`src/rtl/string_edit_ctrl.sv`:
```
// string_edit_ctrl -- edit-request controller for a fixed-capacity character
// shift buffer. It turns key requests (char / backspace / clear) into single
// load/add/delete pulses, tracks how many characters are held, and runs the
// POV display scan index that selects which character is shown.
module string_edit_ctrl #(
  parameter int NCHARS = 11,
  parameter int CW     = 7,
  parameter int NW     = 4
) (
  input  logic          clk,
  input  logic          rst_n,
  input  logic          key_valid,
  output logic          key_ready,
  input  logic [1:0]    key_op,
  input  logic [CW-1:0] key_char,
  output logic          load,
  output logic          add,
  output logic          delete,
  output logic [CW-1:0] muxOut,
  output logic [NW-1:0] char_count,
  output logic          full,
  output logic          empty,
  output logic          err,
  input  logic          scan_tick,
  output logic [NW-1:0] char_sel,
  output logic          frame_start
);

  typedef enum logic [1:0] {
    S_INIT   = 2'd0,
    S_IDLE   = 2'd1,
    S_EXEC   = 2'd2,
    S_SETTLE = 2'd3
  } state_t;

  typedef enum logic [1:0] {
    OP_CHAR  = 2'b00,
    OP_BKSP  = 2'b01,
    OP_CLEAR = 2'b10,
    OP_RSVD  = 2'b11
  } op_t;

  localparam logic [NW-1:0] CNT_FULL = NW'(NCHARS);
  localparam logic [NW-1:0] SEL_LAST = NW'(NCHARS - 1);
  localparam logic [NW-1:0] ONE      = NW'(1);

  state_t        state, next_state;

  // Next values of every registered output.
  logic          key_ready_d;
  logic          load_d, add_d, delete_d, err_d, frame_start_d;
  logic [CW-1:0] mux_d;
  logic [NW-1:0] count_d, sel_d;
  logic          full_d, empty_d;

  // key_ready is registered from next_state, so it always equals (state == S_IDLE)
  // and can double as the acceptance qualifier.
  logic accept;
  assign accept = key_valid && key_ready;

  // State register; reset parks the FSM in INIT so release reissues load.
  // NOTE: sequential state uses non-blocking (<=) so every flop samples the
  // pre-edge values of the others; blocking here would create order-dependent races.
  always_ff @(posedge clk or negedge rst_n) begin
    if (!rst_n) state <= S_INIT;
    else        state <= next_state;
  end

  // Next-state logic. INIT lingers until its load pulse has been issued.
  always_comb begin
    next_state = state;
    unique case (state)
      S_INIT:   next_state = load ? S_IDLE : S_INIT;
      S_IDLE:   next_state = accept ? S_EXEC : S_IDLE;
      S_EXEC:   next_state = S_SETTLE;
      S_SETTLE: next_state = S_IDLE;
    endcase
  end

  // Output logic: decide pulses, count and scan values to register at this edge.
  // Pulses computed on acceptance are therefore visible during EXEC.
  // NOTE: every variable gets a default at the top of the block so no path
  // leaves it unassigned; a missing default would infer a latch.
  always_comb begin
    key_ready_d   = (next_state == S_IDLE);
    load_d        = 1'b0;
    add_d         = 1'b0;
    delete_d      = 1'b0;
    err_d         = 1'b0;
    mux_d         = muxOut;
    count_d       = char_count;
    sel_d         = char_sel;
    frame_start_d = 1'b0;

    if (state == S_INIT && !load) begin
      load_d = 1'b1;
    end else if (accept) begin
      unique case (op_t'(key_op))
        OP_CHAR: begin
          mux_d = key_char;
          if (full) begin
            err_d = 1'b1;
          end else begin
            add_d   = 1'b1;
            count_d = char_count + ONE;
          end
        end
        OP_BKSP: begin
          if (empty) begin
            err_d = 1'b1;
          end else begin
            delete_d = 1'b1;
            count_d  = char_count - ONE;
          end
        end
        OP_CLEAR: begin
          load_d  = 1'b1;
          count_d = '0;
        end
        OP_RSVD: begin
          err_d = 1'b1;
        end
      endcase
    end

    full_d  = (count_d == CNT_FULL);
    empty_d = (count_d == '0);

    // A load blanks the buffer, so the scan restarts a frame and ignores any tick.
    if (load_d) begin
      sel_d         = '0;
      frame_start_d = 1'b1;
    end else if (scan_tick) begin
      if (char_sel == SEL_LAST) begin
        sel_d         = '0;
        frame_start_d = 1'b1;
      end else begin
        sel_d = char_sel + ONE;
      end
    end
  end

  // Output registers; asynchronous reset aborts any pulse in flight.
  always_ff @(posedge clk or negedge rst_n) begin
    if (!rst_n) begin
      key_ready   <= 1'b0;
      load        <= 1'b0;
      add         <= 1'b0;
      delete      <= 1'b0;
      err         <= 1'b0;
      muxOut      <= '0;
      char_count  <= '0;
      full        <= 1'b0;
      empty       <= 1'b1;
      char_sel    <= '0;
      frame_start <= 1'b0;
    end else begin
      key_ready   <= key_ready_d;
      load        <= load_d;
      add         <= add_d;
      delete      <= delete_d;
      err         <= err_d;
      muxOut      <= mux_d;
      char_count  <= count_d;
      full        <= full_d;
      empty       <= empty_d;
      char_sel    <= sel_d;
      frame_start <= frame_start_d;
    end
  end

endmodule

```
`config.mk`:
```
export PLATFORM = sky130hd
export DESIGN_NAME = string_edit_ctrl
export DESIGN_NICKNAME = d
export VERILOG_FILES = /design/src/rtl/string_edit_ctrl.sv
export SDC_FILE = /design/constraint.sdc
export NUM_CORES = 1
export LEC_CHECK = 0
export BUFFER_PORTS_ARGS = -buffer_cell sky130_fd_sc_hd__buf_2
export CAP_MARGIN = 10
export CORE_AREA = 2 2 46 70
export CTS_CLUSTER_SIZE = 10
export DETAILED_ROUTE_END_ITERATION = 10
export DIE_AREA = 0 0 48 72
export GPL_TIMING_DRIVEN = 1
export HOLD_SLACK_MARGIN = 0.12
export MAX_ROUTING_LAYER = met4
export PLACE_DENSITY_LB_ADDON = 0.3
export REMOVE_ABC_BUFFERS = 1
export SYNTH_ARGS = -nofsm -noshare
export SYNTH_HDL_FRONTEND = slang
export SYNTH_SLANG_ARGS = --single-unit
export TNS_END_PERCENT = 5
```
`constraint.sdc`:
```
create_clock -name clk -period 1.7 [get_ports clk]
set_input_delay 0.085 -clock clk [delete_from_list [all_inputs] [get_ports clk]]
set_output_delay 0.085 -clock clk [all_outputs]
set_load 0.02 [all_outputs]
```
# After elaboration in Yosys (flattened, before gate mapping)
# Index checks and enable logic that the tools add are counted.
# Widths: inputs -> output; s select.
[classes]
n_eq_ne = 9
bitwise_logic = 1
addsub = 3
reduce_logical = 8
muxes = 30
[op_table]
columns = ["op", "count"]
rows = [
  ["$mux 4", 7],
  ["$mux 1", 19],
  ["$pmux 4 s3", 1],
  ["$add 4x1->4 const B", 2],
  ["$eq 2x2->1 const B", 4],
  ["$eq 4x4->1 const B", 2],
  ["$pmux 2 s4", 1],
  ["$eq 2x1->1 const B", 3],
  ["$logic_not 2->1", 2],
  ["$logic_not 4->1", 1],
  ["$sub 4x1->4 const B", 1],
  ["$pmux 1 s3", 1],
  ["$reduce_and 3->1", 1],
  ["$logic_and 1x1->1", 2],
  ["$mux 2", 1],
  ["$reduce_bool 2->1", 1],
  ["$logic_not 1->1", 1],
  ["$not 1->1", 1],
]
[totals]
output_inout_bits = 23
register_bits = 25
input_bits = 13

# Depth between registers and ports, before layout
[logic_depth]
word_depth = 6
depth_mapped = 7
ltp_nobuf = 7

# Worst setup path before layout
# Ideal clock, no wire load.
[synth_timing]
path_type = "flip-flop to flip-flop"
from = "register char_count[2]"
to = "register full"
t_required_ps = 1631
stages_incl_launch_ff = 6
t_arrival_ps = 1669
slack_ps = -38
n_path_buf = 0
setup_ps = 69
path_cell_list = "dfrtp_1 > or4_4 > nor4_2 > a21oi_1 > o311ai_2 > and4b_1"
[synth_between]
elab_chain_len = 6
[synth_rtl]
columns = ["element", "line", "source"]
rows = [
  ["start, declared", "20", "output logic [NW-1:0] char_count,"],
  ["start signal, assigned", "164", "char_count <= count_d;"],
  ["$sub 4x1->4 / $add 4x1->4 (equally long branches)", "113, 105", ""],
  ["$mux 4 (on tied branches)", "109, 101", ""],
  ["$pmux 4 s3 (*)", "98", "unique case (op_t'(key_op))"],
  ["$mux 4 (*)", "97", "end else if (accept) begin"],
  ["$mux 4 (*)", "95", "if (state == S_INIT && !load) begin"],
  ["net count_d[3]", "53", "logic [NW-1:0] count_d, sel_d;"],
  ["$eq 4x4->1 (*)", "126", "full_d = (count_d == CNT_FULL);"],
  ["net full_d", "54", "logic full_d, empty_d;"],
  ["end signal, assigned", "165", "full <= full_d;"],
  ["end, declared", "21", "output logic full,"],
]
# Mark *: on every way through the listed nets, which the timed path passes. The rest lies on a longest branch.
# A chain may end at the register's enable or synchronous reset.

# Final worst setup path
[layout_timing]
from = "register load"
to = "register empty"
[layout_between]
elab_chain_len = 4
[layout_rtl]
columns = ["element", "line", "source"]
rows = [
  ["start, declared", "16", "output logic load,"],
  ["start signal, assigned", "159", "load <= load_d;"],
  ["$logic_not 1->1", "95", ""],
  ["$logic_and 1x1->1", "95", ""],
  ["$mux 4", "95", ""],
  ["net count_d[2]", "53", ""],
  ["$logic_not 4->1", "127", "empty_d = (count_d == '0);"],
  ["net empty_d", "54", ""],
  ["end signal, assigned", "166", "empty <= empty_d;"],
  ["end, declared", "22", "output logic empty,"],
]
# The timed path passes the listed nets, and every way through them passes these cells.

==> results.sh <==
export IMPL_fp_dieH_um=72
export IMPL_status="finished with violations"
export IMPL_cts_buffer_depth=2
export IMPL_clk_pin_slew_ns=0.09
export IMPL_grt_pass1_wl_mm=4.63
export IMPL_grt_overflow_total=0
export IMPL_violations="setup timing"
export IMPL_nets=194
export IMPL_first_pass_iters=4
export IMPL_synth_distinct_cells=35
export IMPL_layout_drive_gt1_share_pct=43.2
export IMPL_root_buffer="clkbuf_8"
export IMPL_rows=24
export IMPL_worstRegToRegCells=6
export IMPL_startpoint_type="flip-flop"
export IMPL_cts_sinks=25
export IMPL_die_x_um=48
export IMPL_numPortBuffers=35
export IMPL_worstPathMaxFanout=4
export IMPL_max_freq_mhz=571
export IMPL_fp_coreArea_mm2=0.00285
export IMPL_power_total_mw=3.08
export IMPL_avgSynthCellArea_um2=11.0
export IMPL_r2r_end="empty$_DFF_PN1_"
export IMPL_insertion_delay_ns=0.27
export IMPL_rsz0062_at_grt="true"
export IMPL_crit_required_ns=1.88
export IMPL_yosys_register_bits=25
export IMPL_synthesis_area_mm2=0.00124
export IMPL_fin_crit_sh_pct=103
export IMPL_postRouteAntennaNets=0
export IMPL_seq_area_frac_synth_pct=50.7
export IMPL_gp_congestion=0.826
export IMPL_ys_warnings_count=0
export IMPL_critical_path_class="reg2reg"
export IMPL_detail_route_iter0_violations=14
export IMPL_vdd_drop_max_mv=1.06
export IMPL_final_area_mm2=0.00179
export IMPL_drv_cap=0
export IMPL_p_per_area_mw_per_mm2=1720
export IMPL_antenna_found_initial=0
export IMPL_tns_ns=-0.0738
export IMPL_end_kind="flip-flop"
export IMPL_wl_per_cell_um=13.2
export IMPL_reg2reg_from="load$_DFF_PN0_"
export IMPL_final_setup_worst_slack_ns=-0.0501
export IMPL_seqCellArea_um2=629
export IMPL_hold_path_class="in2reg"
export IMPL_reg2reg_slack_ns=-0.05
export IMPL_grt_pass1_vias=1047
export IMPL_max_slew_margin_rel_pct=63.9
export IMPL_routed_wl_mm=2.85
export IMPL_dpl_cell_area_mm2=0.00152
export IMPL_hp_start="key_op[0]"
export IMPL_track_usage_pct=18.5
export IMPL_worst_pin_slew_ns=0.541
export IMPL_syn_to_final_growth_pct=44.3
export IMPL_skew_ns=0.0119
export IMPL_fin_crit_ns=1.75
export IMPL_cts_buffers_inserted=3
export IMPL_fillers=232
export IMPL_drcViolationCount=0
export IMPL_worstPathArrival_ns=1.94
export IMPL_initial_core_util_pct=43.4
export IMPL_diodes=0
export IMPL_io_pins=36
export IMPL_tritoncts="yes"
export IMPL_h_tree_depth=1
export IMPL_drt_vias_per_instance=5.01
export IMPL_whs_endpoint="delete$_DFF_PN0_"
export IMPL_grt_max_degree=26
export IMPL_hold_path_cell_count=3
export IMPL_dieArea_mm2=0.00346
export IMPL_synth_cells=113
export IMPL_finalHoldViolations=0
export IMPL_routed_via_count=1078
export IMPL_dpl_hpwl_mm=2.02
export IMPL_slew_viol_final=0
export IMPL_multiInputGateArea_um2=631
export IMPL_place_ws_ns=-0.0204
export IMPL_leakage_nw=0.845
export IMPL_setup_violations=2
-- layout make-up --
class                           count  area share, %
Timing Repair Buffer               63           23.1
Clock buffer                        3           2.31
Tap cell                           39           2.73
Multi-Input combinational cell     80           35.3
Sequential cell                    25           35.2
Inverter                            4          0.841
Clock inverter                      1          0.491
-- stage by stage --
step / hold slack [ns] / std cells / util, %
CTS: 0.171 / 211 / 60.3
floorplan: -0.211 / 109 / -
detailed placement: 0.0986 / 194 / 53.2
finish: 0.183 / 215 / 62.6
global route: 0.209 / 215 / 62.6
global placement: 0.0915 / 194 / 53.2
-- logic make-up (layout without fill, tap and decap cells) --
logic type	after synthesis	count (layout)	synth area share (%)
and+or+nand+nor	41	41	18.8
AOI/OAI and AO/OA	27	27	16.1
DFF	25	25	50.7
muxes	8	8	7.18
buffers and inverters	8	71	3.23
adders and majority gates	4	4	4.04
-- flip-flops by register name, summed over array words and instances (netlist names) --
register and count:
char_count 4, char_sel 4, full 1, err 1, empty 1, key_ready 1, add 1, frame_start 1
delete 1, muxOut 7, state 2, load 1
-- how the worst max path moves through the flow --
| stage | from | to | slack (ns) | depth (start not counted) |
|---|---|---|---|---|
| 2_1_floorplan | char_count[2]$_DFF_PN0_ | full$_DFF_PN0_ | -0.04 | 5 |
| 3_3_place_gp | char_count[1]$_DFF_PN0_ | full$_DFF_PN0_ | 0.06 | 4 |
| 3_5_place_dp | char_count[0]$_DFF_PN0_ | full$_DFF_PN0_ | -0.02 | 6 |
| 4_1_cts | char_count[1]$_DFF_PN0_ | full$_DFF_PN0_ | -0.01 | 5 |
| 5_1_grt | char_count[1]$_DFF_PN0_ | full$_DFF_PN0_ | -0.13 | 7 |
| 6_report | load$_DFF_PN0_ | empty$_DFF_PN1_ | -0.05 | 6 |
-- timing repair --
action | in CTS | in global routing
endpoints found under the setup margin | 1 | 2
hold endpoints to repair | 32 | 0
hold buffers | 9 | 0
setup buffers | 4 | 4
resized for setup | 5 | 7
pin swaps | 4 | 5
-- per-layer routing --
| layer | global-route usage, % | vias up | part of all wire (%) |
|---|---|---|---|
| li1 | - | 542 | - |
| met1 | 22.4 | 512 | 42 |
| met2 | 32.4 | 20 | 54 |
| met3 | 1.49 | 4 | 2.1 |
| met4 | 3.60 | 0 | 1.8 |
| met5 | - | - | 0 |
-- synthesized netlist by cell type (all sizes together) --
library cell	count	area (µm²)
dfrtp	24	601
a21oi	11	55.1
nor3	9	45.0
nand2	8	30.0
nor2	8	30.0
mux2	7	78.8
nand2b	5	31.3
ha	4	50.1
inv	4	15.0
o21ai	4	20.0
o311ai	4	60.1
buf	3	21.3
nor4	3	31.3
a21o	2	15.0
nand4b	2	17.5
o21a	2	15.0
or4	2	18.8
and4b	1	10.0
clkbuf	1	3.75
dfstp	1	26.3
mux2i	1	10.0
nand3	1	5.00
nor2b	1	6.26
nor3b	1	7.51
o211ai	1	7.51
o22a	1	8.76
o311a	1	10.0
o31ai	1	7.51
-- critical path, stage by stage, from the launching register on --
cell and delay (ns):
dfrtp_2 0.45, o311ai_4 0.35, buf_4 0.18, nor4_1 0.05
o21ai_1 0.21, o311ai_4 0.16, nor4_2 0.28
-- where the power goes --
group	internal [mW]	leakage (nW)	switching (mW)	total, mW
combinational	0.760	0.512	0.872	1.63
clock	0.171	0.0261	0.186	0.357
sequential	0.841	0.307	0.247	1.09
-- placed cells by master (no fill, tap or decap), drive strengths merged --
cell type     n
nor2b         1
and4b         1
or4           2
buf          54
nand4b        2
nand2         8
nand3         1
o22a          1
nand2b        5
mux2i         1
nor2          8
dlygate4sd3   9
o211ai        1
o21a          2
o311a         1
dfstp         1
o311ai        4
mux2          7
a21oi        11
o31ai         1
nor3b         1
nor3          9
a21o          2
dfrtp        24
nor4          3
o21ai         4
inv           5
clkbuf        3
ha            4
Note: power is estimated with default switching activity, not from simulation.
